**src/rtl/asym_ram_burst_reader.sv**
```systemverilog
// Burst reader for a 2-cycle-latency RAM read port: issues credit-limited reads,
// realigns returning data with a tag pipeline and buffers it behind a ready/valid stream.
module asym_ram_burst_reader #(
  parameter int AWB        = 8,
  parameter int DWB        = 16,
  parameter int FIFO_DEPTH = 4
) (
  input  logic           clk,
  input  logic           rst,
  input  logic           start,
  input  logic [AWB-1:0] base_addr,
  input  logic [AWB:0]   burst_len,
  output logic           reb,
  output logic [AWB-1:0] addrb,
  input  logic [DWB-1:0] doutb,
  output logic [DWB-1:0] m_data,
  output logic           m_valid,
  input  logic           m_ready,
  output logic           m_last,
  output logic           busy,
  output logic           done
);

  localparam int PW = $clog2(FIFO_DEPTH);
  localparam int CW = PW + 1;

  typedef enum logic [1:0] {IDLE, RUN, DRAIN} state_t;

  state_t         state, state_nxt;
  logic [AWB-1:0] rd_ptr, rd_ptr_nxt;
  logic [AWB:0]   remain, remain_nxt;
  logic           issue, issue_last;
  logic [AWB-1:0] issue_addr;

  logic           vld_p0, last_p0;
  logic           vld_p1, last_p1;

  logic [DWB-1:0]        fifo_mem [FIFO_DEPTH];
  logic [FIFO_DEPTH-1:0] fifo_last;
  logic [PW-1:0]         wr_idx, rd_idx;
  logic [CW-1:0]         count;
  logic [CW-1:0]         in_flight;
  logic                  credit_ok;
  logic                  push, pop;
  logic                  done_r;

  // Credit counts reads still in the tag pipeline so the FIFO can never overflow.
  assign in_flight = CW'(vld_p0) + CW'(vld_p1);
  assign credit_ok = (count + in_flight) < CW'(FIFO_DEPTH);

  assign push = vld_p1;
  assign pop  = m_valid && m_ready;

  // The first read is issued in the accepting IDLE cycle to reach a 3-cycle latency.
  always_comb begin
    state_nxt  = state;
    rd_ptr_nxt = rd_ptr;
    remain_nxt = remain;
    issue      = 1'b0;
    issue_last = 1'b0;
    issue_addr = rd_ptr;
    unique case (state)
      IDLE: begin
        if (start && (burst_len != '0)) begin
          issue      = 1'b1;
          issue_addr = base_addr;
          issue_last = (burst_len == (AWB+1)'(1));
          rd_ptr_nxt = base_addr + 1'b1;
          remain_nxt = burst_len - 1'b1;
          state_nxt  = issue_last ? DRAIN : RUN;
        end
      end
      RUN: begin
        if (credit_ok) begin
          issue      = 1'b1;
          issue_last = (remain == (AWB+1)'(1));
          rd_ptr_nxt = rd_ptr + 1'b1;
          remain_nxt = remain - 1'b1;
          if (issue_last) state_nxt = DRAIN;
        end
      end
      DRAIN: begin
        if (pop && m_last) state_nxt = IDLE;
      end
      default: state_nxt = IDLE;
    endcase
    if (rst) issue = 1'b0;
  end

  assign reb   = issue;
  assign addrb = issue ? issue_addr : '0;

  always_ff @(posedge clk) begin
    if (rst) begin
      state   <= IDLE;
      rd_ptr  <= '0;
      remain  <= '0;
      vld_p0  <= 1'b0;
      last_p0 <= 1'b0;
      vld_p1  <= 1'b0;
      last_p1 <= 1'b0;
      wr_idx  <= '0;
      rd_idx  <= '0;
      count   <= '0;
      done_r  <= 1'b0;
    end else begin
      state   <= state_nxt;
      rd_ptr  <= rd_ptr_nxt;
      remain  <= remain_nxt;
      // p0: read issued last cycle; p1: RAM data presented this cycle
      vld_p0  <= issue;
      last_p0 <= issue && issue_last;
      vld_p1  <= vld_p0;
      last_p1 <= last_p0;
      if (push) wr_idx <= wr_idx + 1'b1;
      if (pop)  rd_idx <= rd_idx + 1'b1;
      unique case ({push, pop})
        2'b10:   count <= count + 1'b1;
        2'b01:   count <= count - 1'b1;
        default: count <= count;
      endcase
      done_r  <= (state == DRAIN) && pop && m_last;
    end
  end

  // FIFO storage holds data only; validity comes from count.
  always_ff @(posedge clk) begin
    if (push) begin
      fifo_mem[wr_idx]  <= doutb;
      fifo_last[wr_idx] <= last_p1;
    end
  end

  assign m_valid = (count != '0);
  assign m_data  = m_valid ? fifo_mem[rd_idx] : '0;
  assign m_last  = m_valid && fifo_last[rd_idx];
  assign busy    = (state != IDLE);
  assign done    = done_r;

endmodule

```
**config.mk**
```make
export PLATFORM = sky130hd
export DESIGN_NAME = asym_ram_burst_reader
export DESIGN_NICKNAME = d
export VERILOG_FILES = /design/src/rtl/asym_ram_burst_reader.sv
export SDC_FILE = /design/constraint.sdc
export NUM_CORES = 1
export LEC_CHECK = 0
export CAP_MARGIN = 10
export CORE_MARGIN = 2
export CORE_UTILIZATION = 35
export DETAILED_ROUTE_END_ITERATION = 7
export PLACE_DENSITY_LB_ADDON = 0.25
export SLEW_MARGIN = 20
export SYNTH_ARGS = -nofsm -noshare
export SYNTH_HDL_FRONTEND = slang
export SYNTH_SLANG_ARGS = --single-unit
```
**constraint.sdc**
```tcl
create_clock -name clk -period 5.3 [get_ports clk]
set_input_delay 0.795 -clock clk [delete_from_list [all_inputs] [get_ports clk]]
set_output_delay 0.795 -clock clk [all_outputs]
set_load 0.01 [all_outputs]
```
After elaboration in Yosys (flattened, before gate mapping)
Memories as Yosys holds them, arrays and structs flattened. A register that Yosys moved wholly into a read port is not among the register bits. Index checks and enable logic that the tools add are counted. W data, S select, Z words.

Add/subtract/negate cells: 10. Magnitude comparators: 4. Equality and inequality tests: 10. Muxes and demuxes: 33. Reductions and logical operators: 16.

Operators by type and width (count): $mux W8 (5); $eq A9 B1 Y1 const B (2); $mux W9 (2); $pmux W9 S2 (1); $sub A9 B1 Y9 const B (2); $add A8 B1 Y8 const B (2); $mux W16 (1); $pmux W8 S2 (1); $mux W2 (7); $mux W1 (9); $reduce_bool A9 Y1 (1); $logic_and A1 B1 Y1 (8); $ne A2 B2 Y1 const B (4); $lt A2 B3 Y1 const B (2); $pmux W2 S3 (1); $pmux W3 S2 (1); $reduce_bool A2 Y1 (3); $add A2 B1 Y2 const B (2); $bwmux W4 (1); $eq A2 B1 Y1 const B (2); $eq A2 B2 Y1 const B (2); $pmux W1 S2 (2); $reduce_and A4 Y1 (1); $add A3 B1 Y3 const B (1); other kinds (10) (10).

Bits in registers: 35. Memory bits (writable): 64. Logic and storage cells: 86. Memories: 1.

Memory list: fifo_mem (words 4, bits a word 16, read ports 1, clocked after memory_dff 1, wr ports 1, line 38) `logic [DWB-1:0] fifo_mem [FIFO_DEPTH];`.

Depth between registers and ports, before layout
Word-level depth: 7. Gate-level depth with buffers: 12. Depth with buffers taken out: 10.

Worst setup path after synthesis
Ideal clock, no wire load.

Path kind: input-to-output. From: in burst_len[0]. To: out addrb[0]. Arrival time: 1965 ps. Data required time: 4505 ps. Slack: 2540 ps. Stages on the path: 6. Path buffers: 1. Cells stage by stage: inv_1 -> ha_1 -> a311oi_4 -> clkbuf_1 -> a22oi_1 -> nor2_1.

Cells in the longest elaborated chain, start to end: 6. Elaborated cells on any way between the ends: 8. Those cells by class: mux: 6; reduce/logical: 2.

RTL lines: start, declared (line 12) `input logic [AWB:0] burst_len,`; $reduce_bool A9 Y1 * (line 64) `if (start && (burst_len != '0)) begin`; $logic_and A1 B1 Y1 * (line 64); $mux W1 (line 64); $pmux W1 S2 (line 62) `unique case (state)`; $mux W1 (line 87) `if (rst) issue = 1'b0;`; $mux W8 * (line 91) `assign addrb = issue ? issue_addr : '0;`; end, declared (line 14) `output logic [AWB-1:0] addrb,`.

Every way passes the cells marked *; elsewhere a longest branch is shown, timed or not.

Worst setup path after layout
From: in burst_len[0]. To: out addrb[6].

The elaborated chain is that of the path after synthesis.

==> results list <==
- Global route total overflow: 0
- Placed instance area: 5594 µm²
* Maximum level of the CTS H-tree: 3
- TritonCTS clock tree: yes
- The detailed router finished its first iteration with 207 violations.
- Worst-case clock buffer depth: 2
- The floorplan step defined a core boundary enclosing 13300 µm².
* Highest net fanout along the worst path: 14
- Number of instances on the worst hold path: 1
- Resized Gates After CTS: 0
- The filler cells instantiated in the layout total 1209.
- Data arrival time of the critical path: 3280 ps
- Count of distinct cell types in the synthesized netlist: 54
- Across all setup checks in the final design, the least slack found is 1223 ps.
- For this design the top-level I/O count stands at 66.
- Detailed-router iteration count before antenna repair: 4
- Number of failing hold endpoints at the final stage: 0
* Die Y-Extent: 120.9 µm
* CP startpoint kind: primary input
* Maximum VDD drop: 0.1739 mV
- The detail route stage leaves a number of antenna-violating nets equal to 0.
- Averaged over all synthesized cells, the footprint is 12.01 µm².
- Later-pin clock latency in the skew report: 340 ps
* Via count of the first global-routing pass: 3375
- Dividing the detail-routed wire length by the instance count gives 15.97 µm.
* Endpoint of the worst register-to-register path: rd_ptr[3]
- Layout Skew: 7.416 ps
* Worst R2R Start: count[0]
* Combined global-route utilization of all metal layers: 14.55%
* Total power consumption of the routed design: 2.222 mW
- Summed over all cells, the static leakage comes to 1.986 nW.
* Width of the chip: 120.9 µm
- TritonCTS sink count: 101
* Slew at the pin closest to its max-slew limit: 1095 ps
- Tmin final: 4077 ps
* Global-route wire length before repair: 16.62 mm
- In the routed design, unresolved DRC markers number 0.
- RSZ-0062 raised after global routing: no
- The cell count after synthesis came out at 398.
* Cell Area, Synth: 4781 µm²
- The multi-input combinational cells in the finished layout cover a total of 1934 µm².
* Final non-filler cell area: 5896 µm²
- Of the synthesized area, sequential elements account for 56.53%.
* Hold worst-path end: last_p1
* Fraction of final layout cells with drive strength greater than 1: 10.17%
- The floorplan has 42 rows.
- For this run, the number of Yosys warnings is 0.
- The initial utilization of the core area, before any placement, comes to 35.96%.
* Final cycle utilization of the critical path: 76.93%
* Half-perimeter wire length of the detailed placement result: 6.831 mm
- Before CTS, the worst setup slack after placement is 1222 ps.
- Number of cells on the worst reg-to-reg path: 8
- HP Start: last_p0
- Total Die Area: 14610 µm²
* Pwr per Cell Area: 376.9 nW/µm²
* Syn nets: 448
* Number of max-capacitance violations reported: 0
* Outcome: completed
- For this design, the CTS-stage hold fixing added 0 buffers.
- The initial antenna violation count came to 0.
- In this run, synthesis produced a sequential element count of 101.
- The worst pin sits at a relative slew slack of 27.00%.
* Kind of end point of the critical path: primary output
* Total routed wirelength: 10.19 mm
- Largest net degree at the start of global routing: 27
- Detailed routing inserted a total of 3264 vias.
- The tree is rooted in a clkbuf_16.
- Post-CTS repair timing setup buffer count: 0
- Worst-case register-to-register setup slack: 2510 ps
* Crit path kind: in2out
* Ys async rst share: 0%
- TritonCTS created 9 clock buffers.
- In this run the worst hold path is classified as reg2reg.
- The repair_antennas step left the layout with diodes totalling 0.
* Final #Nets: 507
- Area Overhead vs Synth: 23.32%
- The count of pins over their slew limit is 0.
- Most used DFF post-synth: edfxtp_1
- The congestion estimate from routability-driven global placement came to 0.8159.
- Critical Path RT: 4510 ps
- Clock-pin slew was measured on the worst setup and hold paths at 70 ps.
- Timing would allow up to 0.2453 GHz.
- Setup violations remaining at the end of the flow were counted as 0.
- Total of buffers placed on input and output ports: 65
- After routing, the total negative slack on setup checks comes to 0 ps.
* Number of enable-type register cells in the synthesized netlist: 68
- Across the whole layout, storage elements account for 2703 µm².
- In the routed layout, each cell is associated on average with a via count of 5.116.
-- per-stage QoR --
step,hold WS (ps),std cells,util [%]
5_1_grt,478.8,638,44.34
2_1_floorplan,413.8,398,-
3_3_place_gp,420.7,622,42.08
3_5_place_dp,427.7,622,42.08
4_1_cts,445.1,638,44.34
6_report,440.5,638,44.34
-- cell usage in the layout (no fill, tap or decap), types with 5 or more instances in the layout --
cell             instances
edfxtp_1                68
clkdlybuf4s50_1         65
nor2_1                  36
nand2_1                 33
dfxtp_1                 33
and2_1                  24
a21oi_1                 21
mux4_2                  17
o21ai_0                 17
inv_1                   13
ha_1                    12
a22oi_1                 10
xor2_1                   9
clkbuf_16                9
nand3_1                  7
nor2b_1                  6
a31oi_1                  5
nor3_1                   5
buf_4                    5
-- power by group --
group / internal [mW] / switching (mW)
clock network: 0.345 / 0.307
logic: 0.332 / 0.285
registers: 0.885 / 0.0676
-- cells by family (layout without fill, tap and decap cells) --
group	Yosys count	after routing	share of synthesized area, %
mux	24	24	9.553
simple gates	136	136	14.45
buf+inv	35	99	3.010
compound gates	76	76	10.52
fa+ha+maj	13	13	3.559
flops	101	101	56.53
xor+xnor	13	13	2.382
-- state kept, by name, indices dropped and copies added, names as in the netlist, 2 cells and up, named ones only --
register and count:
fifo_mem 64, state 2, wr_idx 2, count 3
rd_idx 2, fifo_last 4, rd_ptr 8, remain 9
-- critical path: stages --
cell and delay (ps):
clkdlybuf4s50_1 540, inv_1 110, ha_1 260, a311oi_4 660, a22oi_1 200, nor2_1 160
clkdlybuf4s50_1 550
-- final cells by class --
type                            instances  area share, %
Tap cell                              176          3.735
Clock inverter                          6          1.061
Timing Repair Buffer                   70          11.67
Multi-Input combinational cell        262          32.81
Clock buffer                           10          4.053
Inverter                               13         0.8277
Sequential cell                       101          45.84
-- Yosys cell counts, types with 5 or more instances --
cell	instances	share of area [%]
a31oi_1	5	0.65
ha_1	12	3.1
nor3_1	5	0.52
mux4_2	17	8.0
edfxtp_1	68	43
o21ai_0	17	1.8
xor2_1	9	1.6
nor2b_1	6	0.79
buf_2	7	0.73
nor2_1	36	2.8
dfxtp_1	33	14
a21oi_1	21	2.2
inv_1	13	1.0
nand2_1	33	2.6
nand3_1	7	0.73
clkbuf_1	14	1.1
a22oi_1	10	1.6
and2_1	24	3.1
-- routing by layer --
layer	part of all wire, %	track usage, %
met5	0	0
met1	44	17.99
met3	4.7	3.289
met2	49	24.89
met4	1.5	5.233
-- worst max path at each step --
stage | start | end | slack, ps
6_report | burst_len[0] | addrb[6] | 1220
5_1_grt | burst_len[0] | addrb[2] | 1080
4_1_cts | burst_len[0] | addrb[6] | 1200
3_5_place_dp | burst_len[0] | addrb[6] | 1220
3_3_place_gp | burst_len[0] | addrb[7] | 1280
2_1_floorplan | burst_len[0] | addrb[0] | 2540
(Power assumes the default switching activity.)
